--- config.mk ---
export PLATFORM = sky130hd
export DESIGN_NAME = alu_op_decoder
export DESIGN_NICKNAME = d
export VERILOG_FILES = /design/src/rtl/alu_dec_pkg.sv /design/src/rtl/alu_dec_comb.sv /design/src/rtl/alu_op_decoder.sv
export SDC_FILE = /design/constraint.sdc
export NUM_CORES = 1
export LEC_CHECK = 0
export ABC_AREA = 1
export BUFFER_PORTS_ARGS = -buffer_cell sky130_fd_sc_hd__buf_2
export CAP_MARGIN = 40
export CORE_ASPECT_RATIO = 1.2
export CORE_MARGIN = 3
export CORE_UTILIZATION = 51
export CTS_BUF_LIST = sky130_fd_sc_hd__clkbuf_2 sky130_fd_sc_hd__clkbuf_4 sky130_fd_sc_hd__clkbuf_8
export CTS_CLUSTER_DIAMETER = 150
export CTS_CLUSTER_SIZE = 30
export DETAILED_ROUTE_END_ITERATION = 7
export PLACE_DENSITY_LB_ADDON = 0.15
export SYNTH_ARGS = -nofsm -noshare
export SYNTH_HDL_FRONTEND = slang
export SYNTH_HIERARCHICAL = 1
export SYNTH_SLANG_ARGS = --single-unit
--- constraint.sdc ---
create_clock -name clk -period 1.4 [get_ports clk]
set_input_delay 0.28 -clock clk [delete_from_list [all_inputs] [get_ports clk]]
set_output_delay 0.28 -clock clk [all_outputs]
set_load 0.02 [all_outputs]
--- src/rtl/alu_dec_pkg.sv ---
// rtl/alu_dec_pkg.sv - shared ALU op codes, RISC-V opcodes and decoded-entry type
package alu_dec_pkg;

    localparam logic [3:0] ALU_XOR = 4'b0000;
    localparam logic [3:0] ALU_ADD = 4'b0001;
    localparam logic [3:0] ALU_SUB = 4'b0010;
    localparam logic [3:0] ALU_AND = 4'b0011;
    localparam logic [3:0] ALU_OR  = 4'b0100;
    localparam logic [3:0] ALU_SLL = 4'b0101;
    localparam logic [3:0] ALU_SRL = 4'b0110;
    localparam logic [3:0] ALU_SRA = 4'b0111;
    localparam logic [3:0] ALU_EQ  = 4'b1000;
    localparam logic [3:0] ALU_NE  = 4'b1001;

    localparam logic [6:0] OPC_OP     = 7'b0110011;
    localparam logic [6:0] OPC_OP_IMM = 7'b0010011;
    localparam logic [6:0] OPC_LOAD   = 7'b0000011;
    localparam logic [6:0] OPC_STORE  = 7'b0100011;
    localparam logic [6:0] OPC_BRANCH = 7'b1100011;
    localparam logic [6:0] OPC_LUI    = 7'b0110111;
    localparam logic [6:0] OPC_AUIPC  = 7'b0010111;

    localparam logic [6:0] F7_BASE = 7'b0000000;
    localparam logic [6:0] F7_ALT  = 7'b0100000;

    typedef struct packed {
        logic [3:0]  op;
        logic [63:0] a;
        logic [63:0] b;
        logic        is_branch;
        logic        illegal;
    } dec_entry_t;

    localparam int DEC_ENTRY_W = $bits(dec_entry_t);

    typedef enum logic [1:0] {
        ST_EMPTY = 2'd0,
        ST_ONE   = 2'd1,
        ST_FULL  = 2'd2
    } skid_state_t;

    function automatic logic [63:0] sext12(input logic [11:0] v);
        return {{52{v[11]}}, v};
    endfunction

endpackage

--- src/rtl/alu_dec_comb.sv ---
// rtl/alu_dec_comb.sv - combinational RV64 instruction to ALU entry decoder
module alu_dec_comb
    import alu_dec_pkg::*;
(
    input  logic [31:0] instr,
    input  logic [63:0] pc,
    input  logic [63:0] rs1_data,
    input  logic [63:0] rs2_data,
    output dec_entry_t  entry
);

    logic [6:0]  opcode;
    logic [2:0]  funct3;
    logic [6:0]  funct7;
    logic [63:0] imm_i;
    logic [63:0] imm_s;
    logic [63:0] imm_u;
    logic [63:0] shamt_r;
    logic [63:0] shamt_i;

    logic        legal;
    logic [3:0]  op;
    logic [63:0] a;
    logic [63:0] b;
    logic        br;

    assign opcode  = instr[6:0];
    assign funct3  = instr[14:12];
    assign funct7  = instr[31:25];
    assign imm_i   = sext12(instr[31:20]);
    assign imm_s   = sext12({instr[31:25], instr[11:7]});
    assign imm_u   = {{32{instr[31]}}, instr[31:12], 12'b0};
    assign shamt_r = {58'b0, rs2_data[5:0]};
    assign shamt_i = {58'b0, instr[25:20]};

    always_comb begin
        legal = 1'b0;
        op    = ALU_ADD;
        a     = '0;
        b     = '0;
        br    = 1'b0;
        case (opcode)
            OPC_OP: begin
                a = rs1_data;
                b = rs2_data;
                case (funct3)
                    3'b000: begin
                        if (funct7 == F7_BASE) begin
                            legal = 1'b1;
                            op    = ALU_ADD;
                        end else if (funct7 == F7_ALT) begin
                            legal = 1'b1;
                            op    = ALU_SUB;
                        end
                    end
                    3'b001: begin
                        legal = (funct7 == F7_BASE);
                        op    = ALU_SLL;
                        b     = shamt_r;
                    end
                    3'b100: begin
                        legal = (funct7 == F7_BASE);
                        op    = ALU_XOR;
                    end
                    3'b101: begin
                        b = shamt_r;
                        if (funct7 == F7_BASE) begin
                            legal = 1'b1;
                            op    = ALU_SRL;
                        end else if (funct7 == F7_ALT) begin
                            legal = 1'b1;
                            op    = ALU_SRA;
                        end
                    end
                    3'b110: begin
                        legal = (funct7 == F7_BASE);
                        op    = ALU_OR;
                    end
                    3'b111: begin
                        legal = (funct7 == F7_BASE);
                        op    = ALU_AND;
                    end
                    default: legal = 1'b0;
                endcase
            end
            OPC_OP_IMM: begin
                a = rs1_data;
                b = imm_i;
                case (funct3)
                    3'b000: begin legal = 1'b1; op = ALU_ADD; end
                    3'b100: begin legal = 1'b1; op = ALU_XOR; end
                    3'b110: begin legal = 1'b1; op = ALU_OR;  end
                    3'b111: begin legal = 1'b1; op = ALU_AND; end
                    3'b001: begin
                        legal = (instr[31:26] == 6'b000000);
                        op    = ALU_SLL;
                        b     = shamt_i;
                    end
                    3'b101: begin
                        b = shamt_i;
                        if (instr[31:26] == 6'b000000) begin
                            legal = 1'b1;
                            op    = ALU_SRL;
                        end else if (instr[31:26] == 6'b010000) begin
                            legal = 1'b1;
                            op    = ALU_SRA;
                        end
                    end
                    default: legal = 1'b0;
                endcase
            end
            OPC_LOAD: begin
                legal = 1'b1;
                a     = rs1_data;
                b     = imm_i;
            end
            OPC_STORE: begin
                legal = 1'b1;
                a     = rs1_data;
                b     = imm_s;
            end
            OPC_BRANCH: begin
                a  = rs1_data;
                b  = rs2_data;
                br = 1'b1;
                if (funct3 == 3'b000) begin
                    legal = 1'b1;
                    op    = ALU_EQ;
                end else if (funct3 == 3'b001) begin
                    legal = 1'b1;
                    op    = ALU_NE;
                end
            end
            OPC_LUI: begin
                legal = 1'b1;
                b     = imm_u;
            end
            OPC_AUIPC: begin
                legal = 1'b1;
                a     = pc;
                b     = imm_u;
            end
            default: legal = 1'b0;
        endcase

        // Undecodable entries carry a fixed, harmless payload.
        entry.op        = legal ? op : ALU_ADD;
        entry.a         = legal ? a : '0;
        entry.b         = legal ? b : '0;
        entry.is_branch = legal & br;
        entry.illegal   = ~legal;
    end

endmodule

--- src/rtl/alu_op_decoder.sv ---
// rtl/alu_op_decoder.sv - ID/EX stage with skid buffer; optional ALU_DEC_ILLEGAL_TRAP_EN
module alu_op_decoder
    import alu_dec_pkg::*;
#(
    parameter int XLEN = 64,
    parameter bit SKID = 1'b1
) (
    input  logic            clk,
    input  logic            rst_n,
    input  logic            in_valid,
    output logic            in_ready,
    input  logic [31:0]     instr,
    input  logic [XLEN-1:0] pc,
    input  logic [XLEN-1:0] rs1_data,
    input  logic [XLEN-1:0] rs2_data,
    output logic            out_valid,
    input  logic            out_ready,
    output logic [3:0]      op,
    output logic [XLEN-1:0] a,
    output logic [XLEN-1:0] b,
    output logic            is_branch,
    output logic            illegal
`ifdef ALU_DEC_ILLEGAL_TRAP_EN
    ,
    output logic            trap
`endif
);

    dec_entry_t  dec;
    dec_entry_t  out_q;
    dec_entry_t  skid_q;
    skid_state_t state;
    skid_state_t state_nx;

    logic accept;
    logic push;
    logic drain;
    logic room;
    logic load_out;
    logic out_from_skid;
    logic load_skid;

    alu_dec_comb u_comb (
        .instr    (instr),
        .pc       (pc),
        .rs1_data (rs1_data),
        .rs2_data (rs2_data),
        .entry    (dec)
    );

    // Skid mode derives in_ready from state alone; single-register mode looks through to out_ready.
    assign room   = SKID ? (state != ST_FULL) : ((state == ST_EMPTY) || out_ready);
    assign accept = in_valid && in_ready;
    assign drain  = out_valid && out_ready;

`ifdef ALU_DEC_ILLEGAL_TRAP_EN
    logic trap_q;

    assign in_ready = room && !trap_q;
    assign push     = accept && !dec.illegal;
    assign trap     = trap_q;

    always_ff @(posedge clk or negedge rst_n) begin
        if (!rst_n) begin
            trap_q <= 1'b0;
        end else if (accept && dec.illegal) begin
            trap_q <= 1'b1;
        end
    end
`else
    assign in_ready = room;
    assign push     = accept;
`endif

    always_ff @(posedge clk or negedge rst_n) begin
        if (!rst_n) begin
            state <= ST_EMPTY;
        end else begin
            state <= state_nx;
        end
    end

    always_comb begin
        state_nx      = state;
        load_out      = 1'b0;
        out_from_skid = 1'b0;
        load_skid     = 1'b0;
        case (state)
            ST_EMPTY: begin
                if (push) begin
                    load_out = 1'b1;
                    state_nx = ST_ONE;
                end
            end
            ST_ONE: begin
                if (push && drain) begin
                    load_out = 1'b1;
                end else if (push) begin
                    load_skid = 1'b1;
                    state_nx  = ST_FULL;
                end else if (drain) begin
                    state_nx = ST_EMPTY;
                end
            end
            ST_FULL: begin
                if (drain) begin
                    load_out      = 1'b1;
                    out_from_skid = 1'b1;
                    state_nx      = ST_ONE;
                end
            end
            default: state_nx = ST_EMPTY;
        endcase
    end

    always_ff @(posedge clk or negedge rst_n) begin
        if (!rst_n) begin
            out_q  <= '0;
            skid_q <= '0;
        end else begin
            if (load_out) begin
                out_q <= out_from_skid ? skid_q : dec;
            end
            if (load_skid) begin
                skid_q <= dec;
            end
        end
    end

    assign out_valid = (state != ST_EMPTY);
    assign op        = out_q.op;
    assign a         = out_q.a;
    assign b         = out_q.b;
    assign is_branch = out_q.is_branch;
    assign illegal   = out_q.illegal;

endmodule

==> results.json <==
{
  "maxSlewHeadroom": 0.704,
  "synthArstFlopShare": 1.00,
  "synth_edf_count": 0,
  "cp_max_fo": 6,
  "synthTopCellsByArea": "dfrtp_1 42%, nand2_1 31%, nand4_1 5.2%, inv_1 5.1%, o21ai_0 3.1%",
  "ctsHtreeMaxLevel": 1,
  "rrSetupSlack_ns": -0.38,
  "crit_chain": "inv_2, buf_6, buf_6, nand4_4, buf_12, buf_12, buf_12, clkbuf_16, nand2_4, o21ai_2",
  "drt-total-wl_um": 62800,
  "multiInputGateArea_sq_mm": 0.00819,
  "grt_pass1_wl_um": 95800,
  "synth_top_cell_area_share": 0.421,
  "yosysSeqAreaShare": 0.421,
  "finalCriticalPeriod_ns": 1.78,
  "syn-num-nets": 2727,
  "start_kind": "register",
  "port_buffers": 363,
  "hpwl_um": 34400,
  "drt_pre_antenna_iters": 6,
  "cts-root-buf": "clkbuf_8",
  "p_leak_nw": 13.0,
  "cts_tree": "yes",
  "critical_path.endpoint_type": "register",
  "cts_sinks": 270,
  "reg2reg_to": "skid_q[20]",
  "drcViolationCount": 0,
  "holdWs_ns": 0.0914,
  "netlist_area_sq_mm": 0.0161,
  "maxCapViolCount": 0,
  "tightest_slew_ns": 0.444,
  "cts_buffers": 12,
  "r2r_cells": 10,
  "rsz0062_at_grt": "yes",
  "cp.arrival_ns": 2.24,
  "grt_overflow_total": 0,
  "cts.path.max_buffers": 3,
  "crit_end": "skid_q[20]",
  "status": "finished, violations left",
  "core_area_sq_mm": 0.0307,
  "period_share": 1.27,
  "slowest_delay_ns": 0.54,
  "antenna_found_initial": 2,
  "p_total_mw": 20.9,
  "num_io_pins": 364,
  "slowest_stage": "dfrtp_4",
  "num_rows": 70,
  "crit_start": "state[1]",
  "synth_area_per_cell_sq_um": 6.43,
  "ys_ff_latch": 270,
  "clock.fmax_mhz": 563,
  "rr_startpoint": "state[1]",
  "required_ns": 1.86,
  "ant_nets": 0,
  "viasPerCell": 5.54,
  "cp.depth": 10,
  "seq_area_sq_mm": 0.00676,
  "hold_violations": 0,
  "fill_cells": 2540,
  "violations": "setup timing",
  "final_layout_size_suffix_gt1_frac": 0.306,
  "synthMostInstantiatedCell": "nand2_1",
  "track_usage": 0.349,
  "finalWorstSetupSlack_ns": -0.377,
  "clk_latency_ns": 0.56,
  "synthCells": 2499,
  "grt_pass1_vias": 17900,
  "hp-class": "primary input to register",
  "ys_top_cells_by_count": "1332 x nand2_1, 270 x dfrtp_1, 217 x inv_1, 134 x nand4_1, 101 x o21ai_0",
  "num_vias": 18400,
  "drt_iter0_drc": 1754,
  "ys_types": 25,
  "area_growth_pct": 38.2,
  "cpMostUsedCell": "buf_12",
  "grt_max_degree": 66,
  "ir_drop_mv": 0.898,
  "critical_path_class": "register to register",
  "cts.reportedPaths.clkPinSlew_ns": 0.19,
  "gp_congestion": 0.934,
  "crit_family": "buffers and inverters",
  "die_height_um": 200,
  "die_area_sq_mm": 0.0337,
  "setup_viol": 390,
  "finalClockSkew_ns": 0.0306,
  "final_util": 0.722,
  "synth_top_area_cell": "dfrtp_1",
  "die_w_um": 168,
  "maxSlewViolCount": 0,
  "ys.flop_type": "dfrtp_1",
  "final_nets": 3149,
  "powerDensity_mw_per_mm2": 940,
  "crit_buf_inv": 7,
  "start_util": 0.523,
  "dp_worst_setup_slack_ns": -0.726,
  "wl_per_cell_um": 18.9,
  "synth_warnings": 6
}
-- cell type report --
type | count | share of cell area
antenna | 1 | 0.000113
clock buffer | 14 | 0.00840
inverter | 308 | 0.0539
multi-input combinational | 1755 | 0.369
sequential | 270 | 0.305
tap | 396 | 0.0223
timing repair buffer | 574 | 0.242
-- layer usage --
metal | wire length (um) | track usage
met5 | 13 | 0
met3 | 5860 | 0.0477
met1 | 23500 | 0.447
met2 | 30000 | 0.591
met4 | 3360 | 0.152
-- cell families (layout without fill, tap and decap cells) --
group                  Yosys count  after routing  share of synthesized area
DFF                            270            270                      0.421
other                            0              1                          0
AOI/OAI and AO/OA              145            145                     0.0463
and+or+nand+nor               1610           1610                      0.409
buffers and inverters          474            896                      0.124
-- per-stage QoR --
step           instance area [sq um]  TNS [ns]  instances
2_1_floorplan                  16300    -35.80       2499
3_3_place_gp                   19000   -158.75       3202
3_5_place_dp                   19000   -163.61       3202
4_1_cts                        21500    -58.23       3304
5_1_grt                        22200    -82.96       3318
6_report                       22200    -65.38       3318
-- worst min-delay path by stage --
stage                           to  cells after the start     start  slack [ns]
final                     state[0]                      3  in_valid        0.09
after global routing      state[0]                      3  in_valid        0.09
after CTS                 state[0]                      3  in_valid        0.03
after detailed placement     a[23]                      1     rst_n        0.12
after global placement       a[37]                      1     rst_n        0.13
after floorplan               a[0]                      0     rst_n       -0.02
-- worst register-to-register path: stages (launching register included) --
cell and delay (ns):
dfrtp_4 0.54, inv_2 0.08, buf_6 0.10, buf_6 0.10, nand4_4 0.11, buf_12 0.18, buf_12 0.15, buf_12 0.15
clkbuf_16 0.17, nand2_4 0.06, o21ai_2 0.06
-- sequential cells by signal (all words and copies together), names as in the netlist --
register,cells
b,64
a,64
skid_q,134
op,4
illegal,1
is_branch,1
state,2
-- repair_timing --
item                                    CTS  global route
endpoints found under the setup margin  398           405
setup buffers                            40             6
hold buffers                              1             0
resized for setup                       189           147
cloned                                   48            13
pin swaps                                11             9
endpoints found under the hold margin   270             0
-- placed cells by master, fill, tap and decap left out, types with 7 or more instances in the layout --
| master | Yosys | layout |
|---|---|---|
| buf_6 | 12 | 22 |
| buf_2 | 71 | 356 |
| buf_8 | 0 | 7 |
| o21ai_1 | 37 | 57 |
| nand2_2 | 3 | 87 |
| buf_16 | 0 | 45 |
| nand3_1 | 79 | 78 |
| inv_1 | 217 | 216 |
| clkbuf_16 | 0 | 11 |
| buf_12 | 0 | 47 |
| clkbuf_8 | 0 | 13 |
| nand2_1 | 1332 | 1211 |
| dfrtp_1 | 270 | 267 |
| o21ai_2 | 2 | 64 |
| nand4_1 | 134 | 134 |
| nor2_1 | 47 | 42 |
| inv_2 | 91 | 88 |
| buf_4 | 10 | 80 |
| nand2_4 | 0 | 36 |
| o21ai_0 | 101 | 14 |
-- power by group --
part           internal (mW)  switching (mW)
registers               7.92          0.0982
clock network          0.881            2.43
logic                   4.09            5.45
Note: power is estimated with default switching activity, not from simulation.
